File: src/rtl/hazard_pkg.sv
// Shared types and helpers for the pipeline hazard controller.
package hazard_pkg;

    // Operand source selected by the forwarding muxes in execute.
    typedef enum logic [1:0] {
        FWD_RF = 2'b00,
        FWD_W  = 2'b01,
        FWD_M  = 2'b10
    } fwd_sel_t;

    // RUN: normal flow; MC_WAIT: iterative unit busy; MC_DRAIN: result moves to EX-MEM.
    typedef enum logic [1:0] {
        HC_RUN      = 2'b00,
        HC_MC_WAIT  = 2'b01,
        HC_MC_DRAIN = 2'b10
    } hc_state_t;

    // ResultSrc encoding that marks a load in execute.
    localparam logic [1:0] RESULTSRC_LOAD = 2'b01;

    // A producer can only hand a value to a consumer when it targets a real (non-x0) register.
    function automatic logic regMatch(input logic [4:0] rs, input logic [4:0] rd);
        return (rd != 5'd0) && (rs == rd);
    endfunction

endpackage

File: src/rtl/hazard_controller_if.sv
// Bundle of pipeline-facing signals exchanged with the hazard controller.
interface hazard_controller_if #(
    parameter int CNT_W = 16
);
    logic [4:0]       Rs1D;
    logic [4:0]       Rs2D;
    logic [4:0]       Rs1E;
    logic [4:0]       Rs2E;
    logic [4:0]       RdE;
    logic [4:0]       RdM;
    logic [4:0]       RdW;
    logic             RegWriteM;
    logic             RegWriteW;
    logic [1:0]       ResultSrcE;
    logic             PCSrcE;
    logic             McOpE;
    logic             mc_done;

    logic [1:0]       ForwardAE;
    logic [1:0]       ForwardBE;
    logic             StallF;
    logic             StallD;
    logic             StallE;
    logic             FlushD;
    logic             FlushE;
    logic             FlushM;
    logic             mc_start;
    logic             mc_error;
    logic [CNT_W-1:0] stall_cnt;
    logic [CNT_W-1:0] flush_cnt;

    // The pipeline side drives register ids and control, and consumes the enables.
    modport master (
        output Rs1D, Rs2D, Rs1E, Rs2E, RdE, RdM, RdW,
        output RegWriteM, RegWriteW, ResultSrcE, PCSrcE, McOpE, mc_done,
        input  ForwardAE, ForwardBE, StallF, StallD, StallE,
        input  FlushD, FlushE, FlushM, mc_start, mc_error, stall_cnt, flush_cnt
    );

    // The controller side.
    modport slave (
        input  Rs1D, Rs2D, Rs1E, Rs2E, RdE, RdM, RdW,
        input  RegWriteM, RegWriteW, ResultSrcE, PCSrcE, McOpE, mc_done,
        output ForwardAE, ForwardBE, StallF, StallD, StallE,
        output FlushD, FlushE, FlushM, mc_start, mc_error, stall_cnt, flush_cnt
    );

endinterface

File: src/rtl/forward_unit.sv
// Combinational ALU operand forwarding selects for the execute stage.
module forward_unit
    import hazard_pkg::*;
(
    input  logic [4:0] i_rs1E,
    input  logic [4:0] i_rs2E,
    input  logic [4:0] i_rdM,
    input  logic [4:0] i_rdW,
    input  logic       i_regWriteM,
    input  logic       i_regWriteW,
    output fwd_sel_t   o_forwardAE,
    output fwd_sel_t   o_forwardBE
);

    // Memory stage holds the younger value, so it wins over writeback.
    function automatic fwd_sel_t selectSource(
        input logic [4:0] rsE,
        input logic [4:0] rdM,
        input logic [4:0] rdW,
        input logic       regWriteM,
        input logic       regWriteW
    );
        if (regWriteM && regMatch(rsE, rdM)) begin
            return FWD_M;
        end else if (regWriteW && regMatch(rsE, rdW)) begin
            return FWD_W;
        end else begin
            return FWD_RF;
        end
    endfunction

    // Pick the source of each ALU operand independently.
    always_comb begin
        o_forwardAE = selectSource(i_rs1E, i_rdM, i_rdW, i_regWriteM, i_regWriteW);
        o_forwardBE = selectSource(i_rs2E, i_rdM, i_rdW, i_regWriteM, i_regWriteW);
    end

endmodule

File: src/rtl/hazard_controller.sv
// Pipeline hazard controller: forwarding, load-use stalls, branch flushes,
// multi-cycle execute sequencing and saturating stall/flush counters.
module hazard_controller
    import hazard_pkg::*;
#(
    parameter int MC_TIMEOUT = 64,
    parameter int CNT_W      = 16
) (
    input  logic                clk,
    input  logic                rst,
    hazard_controller_if.slave  bus
);

    // The timer never needs to exceed MC_TIMEOUT-1 before the op is abandoned.
    localparam int TIMER_W = (MC_TIMEOUT > 1) ? $clog2(MC_TIMEOUT) : 1;

    hc_state_t          r_state;
    hc_state_t          w_nextState;
    logic [TIMER_W-1:0] r_timer;
    logic               r_mcError;
    logic [CNT_W-1:0]   r_stallCnt;
    logic [CNT_W-1:0]   r_flushCnt;

    fwd_sel_t           w_fwdA;
    fwd_sel_t           w_fwdB;
    logic               w_lduse;
    logic               w_timerExpired;
    logic               w_abandon;
    logic               w_stallF;
    logic               w_stallD;
    logic               w_stallE;
    logic               w_flushD;
    logic               w_flushE;
    logic               w_flushM;
    logic               w_mcStart;

    forward_unit u_forwardUnit (
        .i_rs1E      (bus.Rs1E),
        .i_rs2E      (bus.Rs2E),
        .i_rdM       (bus.RdM),
        .i_rdW       (bus.RdW),
        .i_regWriteM (bus.RegWriteM),
        .i_regWriteW (bus.RegWriteW),
        .o_forwardAE (w_fwdA),
        .o_forwardBE (w_fwdB)
    );

    // A load in execute whose destination is read by decode cannot be forwarded in time.
    assign w_lduse = (bus.ResultSrcE == RESULTSRC_LOAD) &&
                     (regMatch(bus.Rs1D, bus.RdE) || regMatch(bus.Rs2D, bus.RdE));

    assign w_timerExpired = (r_timer == TIMER_W'(MC_TIMEOUT - 1));

    // A result arriving on the last allowed cycle still counts, so done masks the timeout.
    assign w_abandon = (r_state == HC_MC_WAIT) && !bus.mc_done && w_timerExpired;

    // State register.
    always_ff @(posedge clk) begin
        if (rst) begin
            r_state <= HC_RUN;
        end else begin
            r_state <= w_nextState;
        end
    end

    // Next-state selection; a branch in RUN cancels the op before it starts.
    always_comb begin
        w_nextState = r_state;
        case (r_state)
            HC_RUN: begin
                if (!bus.PCSrcE && bus.McOpE) begin
                    w_nextState = HC_MC_WAIT;
                end
            end
            HC_MC_WAIT: begin
                if (bus.mc_done) begin
                    w_nextState = HC_MC_DRAIN;
                end else if (w_timerExpired) begin
                    w_nextState = HC_RUN;
                end
            end
            HC_MC_DRAIN: begin
                w_nextState = HC_RUN;
            end
            default: begin
                w_nextState = HC_RUN;
            end
        endcase
    end

    // Stall/flush enables per state; while waiting, branch and load-use are frozen behind the op.
    always_comb begin
        w_stallF  = 1'b0;
        w_stallD  = 1'b0;
        w_stallE  = 1'b0;
        w_flushD  = 1'b0;
        w_flushE  = 1'b0;
        w_flushM  = 1'b0;
        w_mcStart = 1'b0;
        case (r_state)
            HC_RUN: begin
                if (bus.PCSrcE) begin
                    w_flushD = 1'b1;
                    w_flushE = 1'b1;
                end else if (bus.McOpE) begin
                    w_mcStart = 1'b1;
                    w_stallF  = 1'b1;
                    w_stallD  = 1'b1;
                    w_stallE  = 1'b1;
                    w_flushM  = 1'b1;
                end else if (w_lduse) begin
                    w_stallF = 1'b1;
                    w_stallD = 1'b1;
                    w_flushE = 1'b1;
                end
            end
            HC_MC_WAIT: begin
                w_stallF = 1'b1;
                w_stallD = 1'b1;
                w_stallE = 1'b1;
                w_flushM = 1'b1;
                if (w_abandon) begin
                    w_flushE = 1'b1;
                end
            end
            default: begin
            end
        endcase
    end

    // Cycle count inside MC_WAIT; restarts from zero every time the state is entered.
    always_ff @(posedge clk) begin
        if (rst || (r_state != HC_MC_WAIT)) begin
            r_timer <= '0;
        end else begin
            r_timer <= r_timer + TIMER_W'(1);
        end
    end

    // Sticky error flag for an abandoned multi-cycle op.
    always_ff @(posedge clk) begin
        if (rst) begin
            r_mcError <= 1'b0;
        end else if (w_abandon) begin
            r_mcError <= 1'b1;
        end
    end

    // Saturating performance counters for stalled fetch cycles and flushed cycles.
    always_ff @(posedge clk) begin
        if (rst) begin
            r_stallCnt <= '0;
            r_flushCnt <= '0;
        end else begin
            if (w_stallF && (r_stallCnt != {CNT_W{1'b1}})) begin
                r_stallCnt <= r_stallCnt + CNT_W'(1);
            end
            if ((w_flushD || w_flushE || w_flushM) && (r_flushCnt != {CNT_W{1'b1}})) begin
                r_flushCnt <= r_flushCnt + CNT_W'(1);
            end
        end
    end

    assign bus.ForwardAE = w_fwdA;
    assign bus.ForwardBE = w_fwdB;
    assign bus.StallF    = w_stallF;
    assign bus.StallD    = w_stallD;
    assign bus.StallE    = w_stallE;
    assign bus.FlushD    = w_flushD;
    assign bus.FlushE    = w_flushE;
    assign bus.FlushM    = w_flushM;
    assign bus.mc_start  = w_mcStart;
    assign bus.mc_error  = r_mcError;
    assign bus.stall_cnt = r_stallCnt;
    assign bus.flush_cnt = r_flushCnt;

endmodule
File: src/flat_wrapper.sv
// flat-port wrapper written by rule: the top's interface ports become plain ports
module hazard_controller_flat import hazard_pkg::*;
#(
    parameter int MC_TIMEOUT = 64,
    parameter int CNT_W      = 16
)
  (clk, rst, bus_Rs1D, bus_Rs2D, bus_Rs1E, bus_Rs2E, bus_RdE, bus_RdM, bus_RdW, bus_RegWriteM, bus_RegWriteW, bus_ResultSrcE, bus_PCSrcE, bus_McOpE, bus_mc_done, bus_ForwardAE, bus_ForwardBE, bus_StallF, bus_StallD, bus_StallE, bus_FlushD, bus_FlushE, bus_FlushM, bus_mc_start, bus_mc_error, bus_stall_cnt, bus_flush_cnt);
  hazard_controller_if #(.CNT_W(CNT_W)) bus_i ();
  input  logic clk;
  input  logic rst;
  input wire logic [$bits(bus_i.Rs1D)-1:0] bus_Rs1D;
  input wire logic [$bits(bus_i.Rs2D)-1:0] bus_Rs2D;
  input wire logic [$bits(bus_i.Rs1E)-1:0] bus_Rs1E;
  input wire logic [$bits(bus_i.Rs2E)-1:0] bus_Rs2E;
  input wire logic [$bits(bus_i.RdE)-1:0] bus_RdE;
  input wire logic [$bits(bus_i.RdM)-1:0] bus_RdM;
  input wire logic [$bits(bus_i.RdW)-1:0] bus_RdW;
  input wire logic [$bits(bus_i.RegWriteM)-1:0] bus_RegWriteM;
  input wire logic [$bits(bus_i.RegWriteW)-1:0] bus_RegWriteW;
  input wire logic [$bits(bus_i.ResultSrcE)-1:0] bus_ResultSrcE;
  input wire logic [$bits(bus_i.PCSrcE)-1:0] bus_PCSrcE;
  input wire logic [$bits(bus_i.McOpE)-1:0] bus_McOpE;
  input wire logic [$bits(bus_i.mc_done)-1:0] bus_mc_done;
  output wire logic [$bits(bus_i.ForwardAE)-1:0] bus_ForwardAE;
  output wire logic [$bits(bus_i.ForwardBE)-1:0] bus_ForwardBE;
  output wire logic [$bits(bus_i.StallF)-1:0] bus_StallF;
  output wire logic [$bits(bus_i.StallD)-1:0] bus_StallD;
  output wire logic [$bits(bus_i.StallE)-1:0] bus_StallE;
  output wire logic [$bits(bus_i.FlushD)-1:0] bus_FlushD;
  output wire logic [$bits(bus_i.FlushE)-1:0] bus_FlushE;
  output wire logic [$bits(bus_i.FlushM)-1:0] bus_FlushM;
  output wire logic [$bits(bus_i.mc_start)-1:0] bus_mc_start;
  output wire logic [$bits(bus_i.mc_error)-1:0] bus_mc_error;
  output wire logic [$bits(bus_i.stall_cnt)-1:0] bus_stall_cnt;
  output wire logic [$bits(bus_i.flush_cnt)-1:0] bus_flush_cnt;
  assign bus_i.Rs1D = bus_Rs1D;
  assign bus_i.Rs2D = bus_Rs2D;
  assign bus_i.Rs1E = bus_Rs1E;
  assign bus_i.Rs2E = bus_Rs2E;
  assign bus_i.RdE = bus_RdE;
  assign bus_i.RdM = bus_RdM;
  assign bus_i.RdW = bus_RdW;
  assign bus_i.RegWriteM = bus_RegWriteM;
  assign bus_i.RegWriteW = bus_RegWriteW;
  assign bus_i.ResultSrcE = bus_ResultSrcE;
  assign bus_i.PCSrcE = bus_PCSrcE;
  assign bus_i.McOpE = bus_McOpE;
  assign bus_i.mc_done = bus_mc_done;
  assign bus_ForwardAE = bus_i.ForwardAE;
  assign bus_ForwardBE = bus_i.ForwardBE;
  assign bus_StallF = bus_i.StallF;
  assign bus_StallD = bus_i.StallD;
  assign bus_StallE = bus_i.StallE;
  assign bus_FlushD = bus_i.FlushD;
  assign bus_FlushE = bus_i.FlushE;
  assign bus_FlushM = bus_i.FlushM;
  assign bus_mc_start = bus_i.mc_start;
  assign bus_mc_error = bus_i.mc_error;
  assign bus_stall_cnt = bus_i.stall_cnt;
  assign bus_flush_cnt = bus_i.flush_cnt;
  hazard_controller #(.MC_TIMEOUT(MC_TIMEOUT), .CNT_W(CNT_W)) u_core (.clk(clk), .rst(rst), .bus(bus_i));
endmodule
File: config.mk
export PLATFORM = sky130hd
export DESIGN_NAME = hazard_controller_flat
export DESIGN_NICKNAME = d
export VERILOG_FILES = /design/src/rtl/hazard_pkg.sv /design/src/rtl/hazard_controller_if.sv /design/src/rtl/forward_unit.sv /design/src/rtl/hazard_controller.sv /design/src/flat_wrapper.sv
export SDC_FILE = /design/constraint.sdc
export NUM_CORES = 1
export LEC_CHECK = 0
export ABC_AREA = 0
export BUFFER_PORTS_ARGS = -buffer_cell sky130_fd_sc_hd__buf_2
export CAP_MARGIN = 20
export CORE_ASPECT_RATIO = 0.9
export CORE_MARGIN = 2
export CORE_UTILIZATION = 51
export CTS_BUF_LIST = sky130_fd_sc_hd__clkbuf_8
export DETAILED_ROUTE_END_ITERATION = 6
export PLACE_DENSITY = 0.81
export SYNTH_ARGS = -nofsm -noshare
export SYNTH_HDL_FRONTEND = slang
export SYNTH_HIERARCHICAL = 1
export SYNTH_SLANG_ARGS = --single-unit
File: constraint.sdc
create_clock -name clk -period 4.9 [get_ports clk]
set_input_delay 0.735 -clock clk [delete_from_list [all_inputs] [get_ports clk]]
set_output_delay 0.735 -clock clk [all_outputs]
set_load 0.02 [all_outputs]
==> results.md, run 1 <==
* Status: complete, no violations
* # nets final at between 400 and 500
* Slew @ Worst Pin at between 0.9 and 1 ns
* Slew headroom at 0.3490
* Total congestion overflow at 0
* Synth Cell Area at 0.002446 sq mm
* Largest cells by area after synthesis: dfxtp_1 34%, xnor2_1 9.7%, a21oi_1 4.9%
* Post-CTS Hold Buffers at 0
* Crit-path slowest cell: o31ai_1
* Post-synthesis sequential area ratio at 0.3355
* Port bufs at 87
* First-pass GRT wire length at between 9000 and 10000 um
* Antenna-violating nets left at 0
* Leak Pwr at ~1.2 nW
* Via Count at between 2000 and 2500
* RSZ-0062 raised after global routing: no
* Number of global-route vias before repair at approximately 2300
* Final TNS setup at 0 ns
* Final Skew at between 0.01 and 0.015 ns
* Maximum clock path buffer count at 2
* WHS Path Cells at 2
* Layout area overhead at 21.84%
* Clock slew at reported path FFs at 0.08 ns
* Cts repair resizes at 0
* Power density over cell area at between 200 and 250 mW/mm^2
* Reg-to-reg setup timing slack at roughly 2.1 ns
* Critical R2R Launch: u_core/bus.flush_cnt[0]$_SDFFE_PP0P_
* Worst r2r path cells at 7
* TritonCTS clock tree: built
* Kind of critical path: in2out
* CP Cell Sequence: buf_2 > xnor2_1 > nand3_1 > o22a_1 > o31ai_1 > buf_2
* Final WL at 5752 um
* Post-DP HPWL at ~4200 um
* Syn nets at 340
* Hold worst-path end: u_core/bus.mc_error$_SDFFE_PP0P_
* Initial Util at 0.5380
* Rows at 23
* Tot GR Track Use at 0.2171
* Root Buffer: clkbuf_8
* CTS buffer count at 5
* Setup crit start kind: input port
* Yosys cell types at 47
* I/O pins at between 80 and 90
* Commonest register cell after synthesis: dfxtp_1
* Worst path required time at roughly 4.2 ns
* Worst-skew pair later-pin latency at between 0.2 and 0.3 ns
* CTS sink cnt at 41
* Die width at a little under 80 um
* Antenna violations before repair at 0
* Setup Viol. Count Final at 0
* Largest net degree at the start of global routing at 38
* GPL Wtd Cong at roughly 0.78
* Remaining DRCs at 0
* Commonest cells in the synthesized netlist: 41 x dfxtp_1, 27 x xnor2_1, 24 x a21oi_1, 21 x nor2_1, 20 x nand3_1
* Total die area at between 0.005 and 0.006 sq mm
* WL/cell at ~13 um
* Ys Warns at 6
* Final Slew Violations at 0
* Worst Setup End Kind: primary output
* Starting DRT DRC Count at about 150
* Yosys top cell by area: dfxtp_1
* Post-synth EDFFs at 0
* N_diodes at 0
* Seq cells post-synth at 41
* Iteration count of the initial detailed-routing pass at 4
* Share of layout cells above drive strength 1 at 0.2800
* FMAX at roughly 350 MHz
* CP max stage delay at ~0.46 ns
* Mean Syn Cell Area at 8.348 sq um
* Power Total at about 740 uW
* Critical Path Fanout Max at 4
* Hold Path Class: reg2reg
* Critical Path Most Common Cell: buf_2
* Vias/cell at around 5.6
* Syn Inst Count at between 200 and 300
* Final hold violation count at 0
* Most frequent cell after synthesis: dfxtp_1
* Period minus WS final at slightly below 3 ns
* Fill count at roughly 410
* Core Area at 0.004547 sq mm
* Peak VDD IR at 176.9 uV
* CTS H-Tree Depth at 2
* Yosys top cell area share at 0.3355
* Maximum Capacitance Violations at 0
* R2R Path End: u_core/bus.flush_cnt[15]$_SDFFE_PP0P_
* Post-synthesis async set-or-reset flop share at 0
* Postcts setup bufs at 0
* Final clock period utilization by the worst path at 0.5891
* Hold Path Origin: u_core/bus.mc_error$_SDFFE_PP0P_
* Die H at around 70 um
* Worst EP arrival at ~2.2 ns
cells in the final DEF, fill, tap and decap left out, types with 2 or more instances in the layout:
| cell | count |
|---|---|
| or3_1 | 17 |
| o31ai_1 | 8 |
| xor2_1 | 9 |
| nor3b_1 | 3 |
| and4_1 | 2 |
| nand4_1 | 6 |
| nand2_1 | 14 |
| a21oi_1 | 24 |
| nor4_1 | 7 |
| o21ai_1 | 16 |
| mux2i_1 | 2 |
| ha_1 | 3 |
| or4_1 | 8 |
| nor2b_1 | 7 |
| nand3_1 | 20 |
| a311oi_1 | 3 |
| buf_2 | 87 |
| inv_1 | 9 |
| xnor2_1 | 27 |
| dfxtp_1 | 41 |
| nor2_1 | 21 |
| nor3_1 | 6 |
| a41oi_1 | 3 |
| and3_1 | 5 |
| clkbuf_8 | 5 |
how the worst max path moves through the flow:
stage                                         startpoint                               endpoint  cells after the start
finish                                        bus_RdE[0]                             bus_StallD                      6
global route        u_core/bus.flush_cnt[0]$_SDFFE_PP0P_  u_core/bus.flush_cnt[15]$_SDFFE_PP0P_                      7
detailed placement                            bus_RdE[1]  u_core/bus.flush_cnt[15]$_SDFFE_PP0P_                      7
floorplan                                     bus_RdM[1]                       bus_ForwardAE[0]                      4
global placement                              bus_RdE[1]  u_core/bus.flush_cnt[15]$_SDFFE_PP0P_                      7
CTS                                           bus_RdE[0]                             bus_StallD                      6
sequential cells by signal, indices dropped and copies added (netlist names):
signal	cells
u_core/bus.stall_cnt	16
u_core/r_state	2
u_core/bus.flush_cnt	16
u_core/r_timer	6
u_core/bus.mc_error	1
logic make-up (layout without fill, tap and decap cells):
logic type,after synthesis,in the layout,share of synthesized area
AOI/OAI and AO/OA,67,67,0.1816
xor gates and xnor gates,36,36,0.1289
adders and majority gates,3,3,0.01535
buffers and inverters,22,104,0.05114
DFF,41,41,0.3356
muxes,4,4,0.01892
and+or+nand+nor,120,120,0.2686
critical path: cells and delay by family:
| kind | cells | cell delay (ns) |
|---|---|---|
| compound gates | 2 | 0.72 |
| xor+xnor | 1 | 0.16 |
| buf+inv | 2 | 0.39 |
| simple gates | 1 | 0.13 |
where the power goes:
part	internal (mW)	switching, mW	total (mW)	leakage (nW)
sequential	0.339	0.00774	0.347	0.331
combinational	0.0512	0.0715	0.123	0.789
clock	0.153	0.121	0.273	0.0585
total	0.543	0.200	0.743	1.18
layer usage:
metal / vias up / global-route usage / share of wire
met2: 94 / 0.3704 / 0.47
met4: 0 / 0.04563 / 0.0059
li1: 1239 / - / -
met3: 4 / 0.06380 / 0.077
met1: 1124 / 0.2724 / 0.45
met5: - / 0 / 0
per-stage QoR:
step                  util  instances  setup WS [ns]  cell area [sq um]  hold slack (ns)
floorplan                -        293          1.878               2446           0.4299
global placement    0.6307        429          1.944               2868           0.4465
detailed placement  0.6307        429          1.901               2868           0.4537
CTS                 0.6555        437          2.001               2980           0.4756
global route        0.6555        437          1.872               2980           0.5002
finish              0.6555        437          2.013               2980           0.4657
cell type report:
type	count	area, sq um	share of cell area
clock buffers	5	68.82	0.02309
clock inverters	3	43.79	0.01469
inverters	9	33.78	0.01134
multi-input cells	230	1500	0.5034
flip-flops and latches	41	820.8	0.2754
well taps	62	77.57	0.02603
repair buffers	87	435.4	0.1461
No activity file was read; power rests on OpenSTA's default activity.
==> inputs of run 2 (changes only) <==
==> constraint.sdc (replaced) <==
create_clock -name clk -period 2.8 [get_ports clk]
set_input_delay 0.42 -clock clk [delete_from_list [all_inputs] [get_ports clk]]
set_output_delay 0.42 -clock clk [all_outputs]
set_load 0.02 [all_outputs]
==> results.md, run 2 (synthesis results as in run 1) <==
* Layout Utilization at 0.6585 (was 0.6555)
* # nets final at 424 (was 421)
* FMAX at ~420 MHz
* Fill count at 411 (was 414)
* Kind of critical path: reg2reg (was in2out)
* Critical Path Fanout Max at 17 (was 4)
* N_diodes at 0 (unchanged)
* Slew headroom at 0.5607 (was 0.3490)
* Setup Viol. Count Final at 0 (unchanged)
* Antenna violations before repair at 0 (unchanged)
* First-pass GRT wire length at 9584 um (was 9846 um)
* Antenna-violating nets left at 0 (unchanged)
* Total die area at 0.005367 sq mm (unchanged)
* Leak Pwr at 1.189 nW (was 1.178 nW)
* Worst path required time at 2.94 ns (was 4.16 ns)
* Remaining DRCs at 0 (unchanged)
* CP Launch Point: u_core/bus.flush_cnt[0]$_SDFFE_PP0P_ (was bus_RdE[0])
* Cts repair resizes at 0 (unchanged)
* CTS buffer count at 5 (unchanged)
* Root Buffer: clkbuf_8 (unchanged)
* Post-CTS Hold Buffers at 0 (unchanged)
* Final TNS setup at 0 ns (unchanged)
* Register share of total power at 0.474 (was 0.467)
* TritonCTS clock tree: built (unchanged)
* GPL Wtd Cong at 0.8090 (was 0.7847)
* Final Skew at 0.006512 ns (was 0.01340 ns)
* Hold Path Class: in2reg (was reg2reg)
* Setup crit start kind: register (was input port)
* Setup WS post-layout at 0.4213 ns (was 2.013 ns)
* Maximum Capacitance Violations at 0 (unchanged)
* Post-DP HPWL at 4311 um (was 4165 um)
* Via Count at 2428 (was 2461)
* Most common cell after layout, fill and taps aside: buf_2 (unchanged)
* Final hold violation count at 0 (unchanged)
* Clk pwr share at 0.355 (was 0.368)
* M1 GR Usage at 0.2711 (was 0.2724)
* Largest net degree at the start of global routing at 38 (unchanged)
* Period minus WS final at about 2.4 ns
* I/O pins at 88 (unchanged)
* Switch Pwr at 334.5 uW (was 200.1 uW)
* Met3 usage at 0.04818 (was 0.06380)
* Vias/cell at 5.531 (was 5.632)
* Commonest cells after routing, fill and taps aside: 87 x buf_2, 41 x dfxtp_1, 27 x xnor2_1 (unchanged)
* Post-Place Worst Slack at 0.4350 ns (was 1.901 ns)
* Core Area at 0.004547 sq mm (unchanged)
* Total congestion overflow at 0 (unchanged)
* Final Slew Violations at 0 (unchanged)
* Number of global-route vias before repair at 2263 (was 2271)
* Clock slew at reported path FFs at 0.08 ns (about the same)
* RSZ-0062 raised after global routing: no (unchanged)
* Status: complete, no violations (unchanged)
* Net Sw Frac at 0.2614 (was 0.2693)
* CTS sink cnt at 41 (unchanged)
* Tot GR Track Use at 0.2090 (was 0.2171)
* Layout area overhead at 22.40% (was 21.84%)
* Die H at 69.70 um (unchanged)
* Power density over cell area at 427.4 mW/mm^2 (was 249.3 mW/mm^2)
* Port bufs at 87 (unchanged)
* Iteration count of the initial detailed-routing pass at 5 (was 4)
* Worst Setup End Kind: register (was primary output)
* Final WL at 5667 um (was 5752 um)
* Initial Util at 0.5380 (unchanged)
* Worst EP arrival at 2.52 ns (was 2.15 ns)
* Die width at 77 um (unchanged)
* Busiest layer in global routing: met2 (unchanged)
* Final clock period utilization by the worst path at 0.8495
* Share of layout cells above drive strength 1 at 0.2838 (was 0.2800)
* Maximum clock path buffer count at 2 (unchanged)
* Starting DRT DRC Count at 118 (was 152)
* CTS H-Tree Depth at 2 (unchanged)
* Postcts setup bufs at 0 (unchanged)
* Hold Path Origin: bus_mc_done (was u_core/bus.mc_error$_SDFFE_PP0P_)
* Peak VDD IR at 315.2 uV (was 176.9 uV)
* Rows at 23 (unchanged)
* Comb pwr share at 0.170 (was 0.165)
* Internal power at 945.1 uW (was 542.9 uW)
* WL/cell at 12.91 um (was 13.16 um)
* Critical R2R Launch: u_core/bus.flush_cnt[0]$_SDFFE_PP0P_ (unchanged)
* Slew @ Worst Pin at 0.6589 ns (was 0.9765 ns)
* Met2 Usage GRT at 0.3635 (was 0.3704)
* Worst-skew pair later-pin latency at 0.29 ns (about the same)
## run 2: routing by layer
layer | vias to the layer above | wire, um
met1 | 1095 | 2621
met3 | 0 | 446
met2 | 92 | 2599
met5 | - | 0
li1 | 1241 | -
met4 | 0 | 0
## run 2: path summary, 6_finish.rpt
kind	to	slack, ns	cells past startpoint
worst max-delay path	u_core/bus.flush_cnt[4]$_SDFFE_PP0P_	0.42	8
worst min register to register	u_core/r_timer[0]$_SDFF_PP0_	0.48	1
worst max register to register	u_core/bus.flush_cnt[4]$_SDFFE_PP0P_	0.42	8
worst min-delay path	u_core/r_state[1]$_SDFFE_PP0P_	0.36	3
## run 2: cell type report
type / instances / area (sq um) / share of cell area
repair buffers: 90 / 457.9 / 0.1529
well taps: 62 / 77.57 / 0.02591
inverters: 9 / 33.78 / 0.01128
flip-flops and latches: 41 / 820.8 / 0.2741
multi-input cells: 230 / 1500 / 0.5010
clock buffers: 5 / 68.82 / 0.02298
clock inverters: 2 / 35.03 / 0.01170
## run 2: critical path: stages (launching register included)
cell and delay [ns]:
dfxtp_1 0.38, ha_1 0.26, nand4_1 0.12, nor4_1 0.51, nor3_1 0.12, a21oi_2 0.36, buf_4 0.28, or3_1 0.14
a21oi_1 0.06
## run 2: stage by stage
| stage | hold slack, ns | cell area [sq um] | power, mW | instances |
|---|---|---|---|---|
| floorplan | 0.4299 | 2446 | 0.7677 | 293 |
| global placement | 0.4489 | 2890 | 0.8340 | 432 |
| detailed placement | 0.4673 | 2890 | 0.8373 | 432 |
| CTS | 0.3494 | 2994 | 1.294 | 439 |
| global route | 0.3790 | 2994 | 1.345 | 439 |
| finish | 0.3627 | 2994 | 1.280 | 439 |
## run 2: power by group through the flow
| stage | combinational, mW | sequential (mW) | clock, mW |
|---|---|---|---|
| 6_report | 0.218 | 0.607 | 0.455 |
| 5_1_grt | 0.241 | 0.609 | 0.496 |
| 4_1_cts | 0.218 | 0.606 | 0.469 |
| 3_5_place_dp | 0.217 | 0.620 | 0 |
| 3_3_place_gp | 0.214 | 0.620 | 0 |
| 2_1_floorplan | 0.139 | 0.629 | 0 |
==> inputs of run 3 (changes only) <==
==> constraint.sdc (replaced) <==
create_clock -name clk -period 2.2 [get_ports clk]
set_input_delay 0.33 -clock clk [delete_from_list [all_inputs] [get_ports clk]]
set_output_delay 0.33 -clock clk [all_outputs]
set_load 0.02 [all_outputs]
==> results.md, run 3 (synthesis results as in run 1) <==
* Status: complete, no violations (unchanged)
* Antenna-violating nets left at 0 (unchanged)
* Port bufs at 87 (unchanged)
* Post-CTS Hold Buffers at 0 (unchanged)
* Period minus WS final at 2.107 ns (was 2.379 ns)
* Total die area at 0.005367 sq mm (unchanged)
* Final clock period utilization by the worst path at 0.9576 (was 0.8495)
* Cell family with most CP delay: simple AND/OR/NAND/NOR gates (unchanged)
* CP Cell Sequence: ha_1 > nand4_1 > nor4_1 > buf_4 > nor3_1 > a21oi_2 > buf_4 > or4_1 > a21oi_1 (was ha_1 > nand4_1 > nor4_1 > nor3_1 > a21oi_2 > buf_4 > or3_1 > a21oi_1)
* CTS H-Tree Depth at 2 (unchanged)
* Postcts setup bufs at 0 (unchanged)
* Power Total at 1.660 mW (was 1.280 mW)
* Leak Pwr at 1.253 nW (was 1.189 nW)
* TritonCTS clock tree: built (unchanged)
* Final WL at 5985 um (was 5667 um)
* Setup crit start kind: register (unchanged)
* Kind of critical path: reg2reg (unchanged)
* Finished Layout Cells at 451 (was 439)
* Dpl cells at 444 (was 432)
* Post-DP HPWL at 4549 um (was 4311 um)
* Root Buffer: clkbuf_8 (unchanged)
* Most common cell after layout, fill and taps aside: buf_2 (unchanged)
* CP max stage delay at 0.49 ns (was 0.51 ns)
* Commonest cells after routing, fill and taps aside: 87 x buf_2, 41 x dfxtp_1, 27 x xnor2_1 (unchanged)
* N_diodes at 0 (unchanged)
* Peak VDD IR at 389.6 uV (was 315.2 uV)
* Crit path buf inv count at 2 (was 1)
* Worst Setup End Kind: register (unchanged)
* Total congestion overflow at 0 (unchanged)
* Starting DRT DRC Count at 99 (was 118)
* Hold Path Class: in2reg (unchanged)
* Share of layout cells above drive strength 1 at 0.3136 (was 0.2838)
* Initial Util at 0.5380 (unchanged)
* Worst-skew pair later-pin latency at 0.30 ns (was 0.29 ns)
* Final Skew at 0.009234 ns (was 0.006512 ns)
* FMAX at 474.7 MHz (was 420.4 MHz)
* Iteration count of the initial detailed-routing pass at 4 (was 5)
* Vias/cell at 5.510 (was 5.531)
* Slew @ Worst Pin at 0.6714 ns (was 0.6589 ns)
* Worst EP arrival at 2.33 ns (was 2.52 ns)
* Worst path required time at 2.42 ns (was 2.94 ns)
* Via Count at 2485 (was 2428)
* Critical Path Fanout Max at 11 (was 17)
* Number of global-route vias before repair at 2303 (was 2263)
* Critical Path Most Common Cell: buf_4
* Fill count at 386 (was 411)
* Tot GR Track Use at 0.2220 (was 0.2090)
* Remaining DRCs at 0 (unchanged)
* Die H at 69.70 um (unchanged)
* First-pass GRT wire length at 10010 um (was 9584 um)
* Final Slew Violations at 0 (unchanged)
* CTS sink cnt at 41 (unchanged)
* WL/cell at 13.27 um (was 12.91 um)
* Footprint of the multi-input gates at 0.001518 sq mm (was 0.001500 sq mm)
* Slew headroom at 0.5524 (was 0.5607)
* # nets final at 436 (was 424)
* Die width at 77 um (unchanged)
* Rows at 23 (unchanged)
* I/O pins at 88 (unchanged)
* GPL Wtd Cong at 0.8198 (was 0.8090)
* Antenna violations before repair at 0 (unchanged)
* Setup Viol. Count Final at 0 (unchanged)
* Power density over cell area at 535.2 mW/mm^2 (was 427.4 mW/mm^2)
* Largest net degree at the start of global routing at 38 (unchanged)
* Core Area at 0.004547 sq mm (unchanged)
* Final hold violation count at 0 (unchanged)
* Maximum clock path buffer count at 2 (unchanged)
* RSZ-0062 raised after global routing: yes (was no)
* Reg area at 820.8 sq um (unchanged)
* Maximum Capacitance Violations at 0 (unchanged)
* Clock slew at reported path FFs at 0.08 ns (about the same)
* Crit-path slowest cell: or4_1 (was nor4_1)
* CTS buffer count at 5 (unchanged)
* Layout area overhead at 26.80% (was 22.40%)
## run 3: where the power goes
group	internal, mW	switching (mW)	total (mW)
combinational	0.131	0.170	0.301
sequential	0.755	0.0137	0.769
clock	0.330	0.260	0.590
total	1.22	0.444	1.66
## run 3: worst paths after layout
| path | slack, ns | depth (start not counted) | to | start |
|---|---|---|---|---|
| worst min register to register | 0.48 | 1 | u_core/r_timer[0]$_SDFF_PP0_ | u_core/r_timer[0]$_SDFF_PP0_ |
| worst max register to register | 0.09 | 9 | u_core/bus.flush_cnt[7]$_SDFFE_PP0P_ | u_core/bus.flush_cnt[0]$_SDFFE_PP0P_ |
| worst min-delay path | 0.26 | 3 | u_core/r_state[1]$_SDFFE_PP0P_ | bus_mc_done |
| worst max-delay path | 0.09 | 9 | u_core/bus.flush_cnt[7]$_SDFFE_PP0P_ | u_core/bus.flush_cnt[0]$_SDFFE_PP0P_ |
## run 3: per-stage QoR
step / utilization / hold slack [ns] / setup TNS (ns) / worst slack (ns) / cell area, sq um
global route: 0.6822 / 0.2957 / -0.009290 / -0.006642 / 3102
finish: 0.6822 / 0.2610 / 0 / 0.09329 / 3102
floorplan: - / 0.4299 / 0 / 0.03249 / 2459
detailed placement: 0.6582 / 0.4617 / 0 / 0.05277 / 2993
global placement: 0.6582 / 0.4485 / 0 / 0.1158 / 2993
CTS: 0.6811 / 0.2572 / 0 / 0.07411 / 3097
## run 3: routing by layer
| layer | vias up | GRT usage | part of all wire |
|---|---|---|---|
| met5 | - | 0 | 0 |
| met4 | 0 | 0.05357 | 0.0077 |
| met3 | 5 | 0.06120 | 0.068 |
| met2 | 79 | 0.3694 | 0.46 |
| met1 | 1136 | 0.2857 | 0.46 |
| li1 | 1265 | - | - |
## run 3: worst min-delay path, stage by stage
cell	delay (ns)
buf_2	0.11
inv_1	0.04
nor2_1	0.03
## run 3: cell type report
type / count / area share
Clock buffer: 5 / 0.02219
Multi-Input combinational cell: 230 / 0.4893
Sequential cell: 41 / 0.2646
Tap cell: 62 / 0.02501
Inverter: 9 / 0.01089
Timing Repair Buffer: 102 / 0.1767
Clock inverter: 2 / 0.01129
## run 3: repair_timing
item	4_1_cts	5_1_grt
setup endpoints to repair	0	4
endpoints found under the hold margin	0	0
resized for setup	0	1
